--- config.mk ---
export PLATFORM = sky130hd
export DESIGN_NAME = serial_pattern_tx
export DESIGN_NICKNAME = d
export VERILOG_FILES = /design/src/rtl/serial_tx_pkg.sv /design/src/rtl/tx_shift_reg.sv /design/src/rtl/serial_pattern_tx.sv
export SDC_FILE = /design/constraint.sdc
export NUM_CORES = 1
export LEC_CHECK = 0
export CORE_MARGIN = 2
export CORE_UTILIZATION = 35
export CTS_BUF_LIST = sky130_fd_sc_hd__clkbuf_4
export DETAILED_ROUTE_END_ITERATION = 10
export PLACE_DENSITY = 0.68
export SETUP_SLACK_MARGIN = 0.02
export SKIP_LAST_GASP = 1
export SYNTH_ARGS = -nofsm -noshare
export SYNTH_HDL_FRONTEND = slang
export SYNTH_SLANG_ARGS = --single-unit
export TNS_END_PERCENT = 5
--- constraint.sdc ---
create_clock -name clk -period 2.3 [get_ports clk]
set_clock_uncertainty 0.05 [all_clocks]
set_input_delay 0.46 -clock clk [delete_from_list [all_inputs] [get_ports clk]]
set_output_delay 0.46 -clock clk [all_outputs]
set_load 0.01 [all_outputs]
--- src/rtl/serial_tx_pkg.sv ---
// ============================================================================
// Module   : serial_tx_pkg
// Brief    : Shared types, default sizes and length helper for serial_pattern_tx.
// Revision : 1.0 - initial release
// ============================================================================
`default_nettype none

package serial_tx_pkg;

    typedef enum logic [1:0] {
        IDLE   = 2'd0,
        SHIFT  = 2'd1,
        PARITY = 2'd2
    } tx_state_t;

    localparam int c_width_def = 8;
    localparam int c_len_w_def = 4;

    // A requested length of 0 or beyond the payload width means a full-width frame.
    function automatic int unsigned eff_len(input int unsigned len,
                                            input int unsigned width = c_width_def);
        return ((len == 0) || (len > width)) ? width : len;
    endfunction

endpackage

`default_nettype wire

--- src/rtl/tx_shift_reg.sv ---
// ============================================================================
// Module   : tx_shift_reg
// Brief    : Loadable left shifter presenting the next frame bit and running parity.
// Revision : 1.0 - initial release
// ============================================================================
`default_nettype none

module tx_shift_reg
    import serial_tx_pkg::*;
#(
    parameter int WIDTH = c_width_def,
    parameter int LEN_W = c_len_w_def
) (
    input  logic             clk,
    input  logic             rst_n,
    input  logic             i_load,
    input  logic             i_shift,
    input  logic [WIDTH-1:0] i_data,
    input  logic [LEN_W-1:0] i_len,
    output logic             o_bit,
    output logic             o_par
);

    logic [WIDTH-1:0] r_sh;
    logic             r_par;
    logic [LEN_W-1:0] w_amt;

    // Left-align the selected field so its top bit sits at the MSB.
    assign w_amt = LEN_W'(WIDTH) - i_len;

    always_ff @(posedge clk) begin
        if (!rst_n) begin
            r_sh  <= '0;
            r_par <= 1'b0;
        end else if (i_load) begin
            r_sh  <= i_data << w_amt;
            r_par <= 1'b0;
        end else if (i_shift) begin
            r_sh  <= {r_sh[WIDTH-2:0], 1'b0};
            r_par <= r_par ^ r_sh[WIDTH-1];
        end
    end

    assign o_bit = r_sh[WIDTH-1];
    assign o_par = r_par;

endmodule

`default_nettype wire

--- src/rtl/serial_pattern_tx.sv ---
// ============================================================================
// Module   : serial_pattern_tx
// Brief    : Serial bit-pattern transmitter, MSB of field first, back-to-back capable.
//            Define TX_PARITY_EN to append an even-parity bit to every frame.
// Revision : 1.0 - initial release
// ============================================================================
`default_nettype none

module serial_pattern_tx
    import serial_tx_pkg::*;
#(
    parameter int WIDTH = c_width_def,
    parameter int LEN_W = c_len_w_def
) (
    input  logic             clk,
    input  logic             rst_n,
    input  logic             load_valid,
    output logic             load_ready,
    input  logic [WIDTH-1:0] load_data,
    input  logic [LEN_W-1:0] load_len,
    output logic             out,
    output logic             out_valid,
    output logic             done
);

`ifdef TX_PARITY_EN
    localparam tx_state_t c_after_last = PARITY;
`else
    localparam tx_state_t c_after_last = IDLE;
`endif

    tx_state_t        r_state;
    tx_state_t        w_state_nxt;
    logic [LEN_W-1:0] r_cnt;
    logic [LEN_W-1:0] w_cnt_nxt;
    logic [LEN_W-1:0] w_len;
    logic             w_last_bit;
    logic             w_accept;
    logic             w_shift;
    logic             w_bit;
    logic             w_par;

    assign w_len      = LEN_W'(eff_len(32'(load_len), WIDTH));
    assign w_last_bit = (r_state == SHIFT) && (r_cnt == '0);

`ifdef TX_PARITY_EN
    assign load_ready = rst_n && ((r_state == IDLE) || (r_state == PARITY));
    assign done       = (r_state == PARITY);
`else
    assign load_ready = rst_n && ((r_state == IDLE) || w_last_bit);
    assign done       = w_last_bit;
`endif

    assign w_accept = load_valid & load_ready;
    // A new load on the final cycle replaces the shift so the next frame follows with no gap.
    assign w_shift  = (r_state == SHIFT) & ~w_accept;

    tx_shift_reg #(
        .WIDTH (WIDTH),
        .LEN_W (LEN_W)
    ) u_shift (
        .clk     (clk),
        .rst_n   (rst_n),
        .i_load  (w_accept),
        .i_shift (w_shift),
        .i_data  (load_data),
        .i_len   (w_len),
        .o_bit   (w_bit),
        .o_par   (w_par)
    );

    always_ff @(posedge clk) begin
        if (!rst_n) begin
            r_state <= IDLE;
            r_cnt   <= '0;
        end else begin
            r_state <= w_state_nxt;
            r_cnt   <= w_cnt_nxt;
        end
    end

    always_comb begin
        w_state_nxt = r_state;
        w_cnt_nxt   = r_cnt;
        if (w_accept) begin
            w_state_nxt = SHIFT;
            w_cnt_nxt   = w_len - LEN_W'(1);
        end else begin
            case (r_state)
                SHIFT: begin
                    if (r_cnt != '0) begin
                        w_cnt_nxt = r_cnt - LEN_W'(1);
                    end else begin
                        w_state_nxt = c_after_last;
                    end
                end
                default: w_state_nxt = IDLE;
            endcase
        end
    end

    assign out_valid = (r_state == SHIFT) || (r_state == PARITY);
    assign out       = (r_state == SHIFT)  ? w_bit :
                       (r_state == PARITY) ? w_par : 1'b0;

endmodule

`default_nettype wire
==> results of run 1 <==
[worst register-to-register path, delay by kind of cell (launching register included)]
kind	cells	cell delay, ps
compound gates	4	930
flops	1	360
fa+ha+maj	1	210
simple gates	2	190
buf+inv	1	180
[metrics by stage]
step,power [mW],setup TNS [ps]
4_1_cts,0.713,-94.5
5_1_grt,0.769,-17.0
2_1_floorplan,0.453,0
6_report,0.719,0
3_3_place_gp,0.550,-992
3_5_place_dp,0.556,-1330
[worst paths after layout]
check                           slack (ps)  cells after the start                            to
worst min-delay path                   430                      2  u_shift.r_sh[2]$_SDFFE_PN0P_
worst max-delay path                    50                      3                           out
worst max register to register         250                      8         r_cnt[2]$_SDFFE_PN0P_
worst min register to register         430                      2  u_shift.r_sh[2]$_SDFFE_PN0P_
[repair_timing]
action / CTS / global route
gates resized for setup: 1 / 5
buffers inserted: 0 / 2
setup endpoints to repair: 2 / 7
pin swaps: 0 / 1
hold endpoints to repair: 0 / 0
hold buffers: 0 / 0
[power breakdown]
| group | total, mW | leakage (nW) | internal, mW | switching, mW |
|---|---|---|---|---|
| sequential | 0.283 | 0.109 | 0.253 | 0.0306 |
| clock | 0.158 | 0.0184 | 0.0793 | 0.0791 |
| combinational | 0.277 | 0.411 | 0.150 | 0.127 |
[cell usage in the layout (no fill, tap or decap), types with 2 or more instances in the layout]
master,Yosys,layout
buf_4,1,17
nor3_1,3,3
a311oi_1,2,2
nand2b_1,2,2
a31oi_1,2,2
a21oi_1,10,10
dfxtp_2,0,2
mux2i_1,8,8
and2_1,2,2
nor2_1,12,12
nor3b_1,2,2
o31ai_1,2,2
clkbuf_4,0,4
nand2_1,7,7
o221ai_1,3,3
clkdlybuf4s50_1,0,16
o21ai_0,8,8
mux4_2,2,2
inv_1,2,2
dfxtp_1,13,11
o211ai_1,2,2
nand3_1,2,2
nor2b_1,4,3
[per-layer routing]
metal | track usage (%) | part of all wire [%] | vias to the layer above
met5 | 0 | 0 | -
met4 | 6.98 | 2.4 | 0
met3 | 1.56 | 4.8 | 7
met2 | 26.5 | 47 | 37
met1 | 21.2 | 46 | 498
li1 | - | - | 514
[registers in the layout, indices dropped and copies added (netlist names)]
register	flops
u_shift.r_sh	8
r_cnt	4
r_state	1
[cell type report]
cell class                 count  area [µm²]
multi-input combinational     95         721
fill                         277        1380
sequential                    13         263
inverter                       3        12.5
timing repair buffer          35         309
clock buffer                   4        30.0
tap                           31        38.8
[kinds of logic after synthesis]
kind of cell / after synthesis
buffers and inverters: 12
xor gates and xnor gates: 3
muxes: 12
adders and majority gates: 2
DFF: 13
AOI/OAI and AO/OA: 37
and+or+nand+nor: 41
==> metrics.yaml, run 1 <==
outcome:
  run_status: "finished clean"
sta:
  period_minus_slack_ps: 2250
  layout_setup_ws_ps: 51.9
  max_freq_mhz: 445
  hold_slack_ps: 427
  setup_viol: 0
  hold_viol_final: 0
  worst_pin_slew_ps: 368
  slew_headroom_pct: 75.4
  final_max_slew_viol_count: 0
  fin_crit_sh_pct: 97.7
  rsz0062_at_grt: "true"
min_path:
  min_from: "u_shift.r_sh[1]$_SDFFE_PN0P_"
  min-delay-path-class: "register to register"
power_and_ir_drop:
  peakVddDrop_v: 0.000350
  leakagePower_nw: 0.538
  p_per_area_mw_per_mm2: 523
clock_network:
  clock-root-buffer: "clkbuf_4"
  cts_buffer_depth: 2
  clk_pin_slew_ps: 80
  cts_tree: "built"
  h-tree-depth: 1
  clk_latency_ps: 290
  cts_made_buffers: 3
  cts_sinks: 13
layout:
  fin_cells: 181
  syn2layout_area_growth_pct: 34.6
  final_area_mm2: 0.00137
  num_antenna_cells: 0
  drive_gt1_share_pct: 23.3
  final_util_pct: 49.8
  finalNetCount: 168
worst_setup_path:
  timing.rr.start: "r_cnt[1]$_SDFFE_PN0P_"
  slowest_delay_ps: 550
  critPathLaunch: "r_state[0]$_SDFFE_PN0P_"
  critPathTopFamily: "buffers and inverters"
  path_buf_inv: 2
  startpoint_type: "register"
  cpMaxStageDelayCell: "dfxtp_1"
  critPathKind: "register to output port"
  crit_chain: "buf_4 -> and2_1 -> clkdlybuf4s50_1"
  crit_required_ps: 1790
  worstSetupEndpointType: "output port"
  critPathArrivalTime_ps: 1740
  path_max_fanout: 10
placed_design:
  place_hpwl_um: 1890
  gp_congestion: 0.849
  io_buffers: 18
  dp.cells: 175
  post_dp_cell_area_mm2: 0.00132
  dp_slack_ps: -277
detailed_routing:
  drt_iter0_markers: 25
  antenna_left: 0
  wl_um: 2460
  firstDrtPassIters: 4
  vias_per_cell: 5.83
  vias: 1056
  remaining_drc_errors: 0
  routedWlPerCell_um: 13.6
yosys:
  synth_top_family_by_area: "compound AO/OA/AOI/OAI gates"
  dominantRegCellSynth: "dfxtp_1"
  syn_inst: 120
  yosysMostFrequentCell: "dfxtp_1"
  ys_warn_count: 0
  syn_area_mm2: 0.00102
  synth_nets: 137
  syn_area_per_cell_um2: 8.51
  synth_mux_area_share_pct: 15.9
  synth-seq-cells: 13
  synthDominantAreaCellType: "dfxtp_1"
  synth_commonest_cells: "dfxtp_1, nor2_1, a21oi_1, mux2i_1, o21ai_0"
  synthXorXnorAreaFrac_pct: 3.31
  async_flop_share_pct: 0
  synth_edf_count: 0
  synthAdderAreaFrac_pct: 2.45
  synthTopCellsByArea: "dfxtp_1, mux2i_1, a21oi_1, mux4_2, nor2_1"
  seq_area_frac_synth_pct: 25.5
  synth_compound_area_share_pct: 26.2
  synth.distinct_cells: 45
  synth_top_area_share_pct: 25.5
  synth-simple-area-share_pct: 21.7
grt:
  grtUsageTotal_pct: 16.0
  grt_pass1_wl_um: 4200
  grt_pass1_vias: 964
  grt_max_degree: 16
  antenna_found_initial: 0
  grt_overflow: 0
floorplan:
  io_pins: 19
  initial_core_util_pct: 37.0
  fp-row-count: 19
  die_height_um: 58.0
  die_x_um: 58.0
  dieArea_mm2: 0.00337
  core-area_mm2: 0.00276
job:
  maxCapViolations: 0
(Power assumes the default switching activity.)
==> run 2: changes to the inputs <==
- CTS_CLUSTER_SIZE: not set -> 40
==> results of run 2 <==
Same layout as run 1: the final DEF is identical, and so are final timing and power.
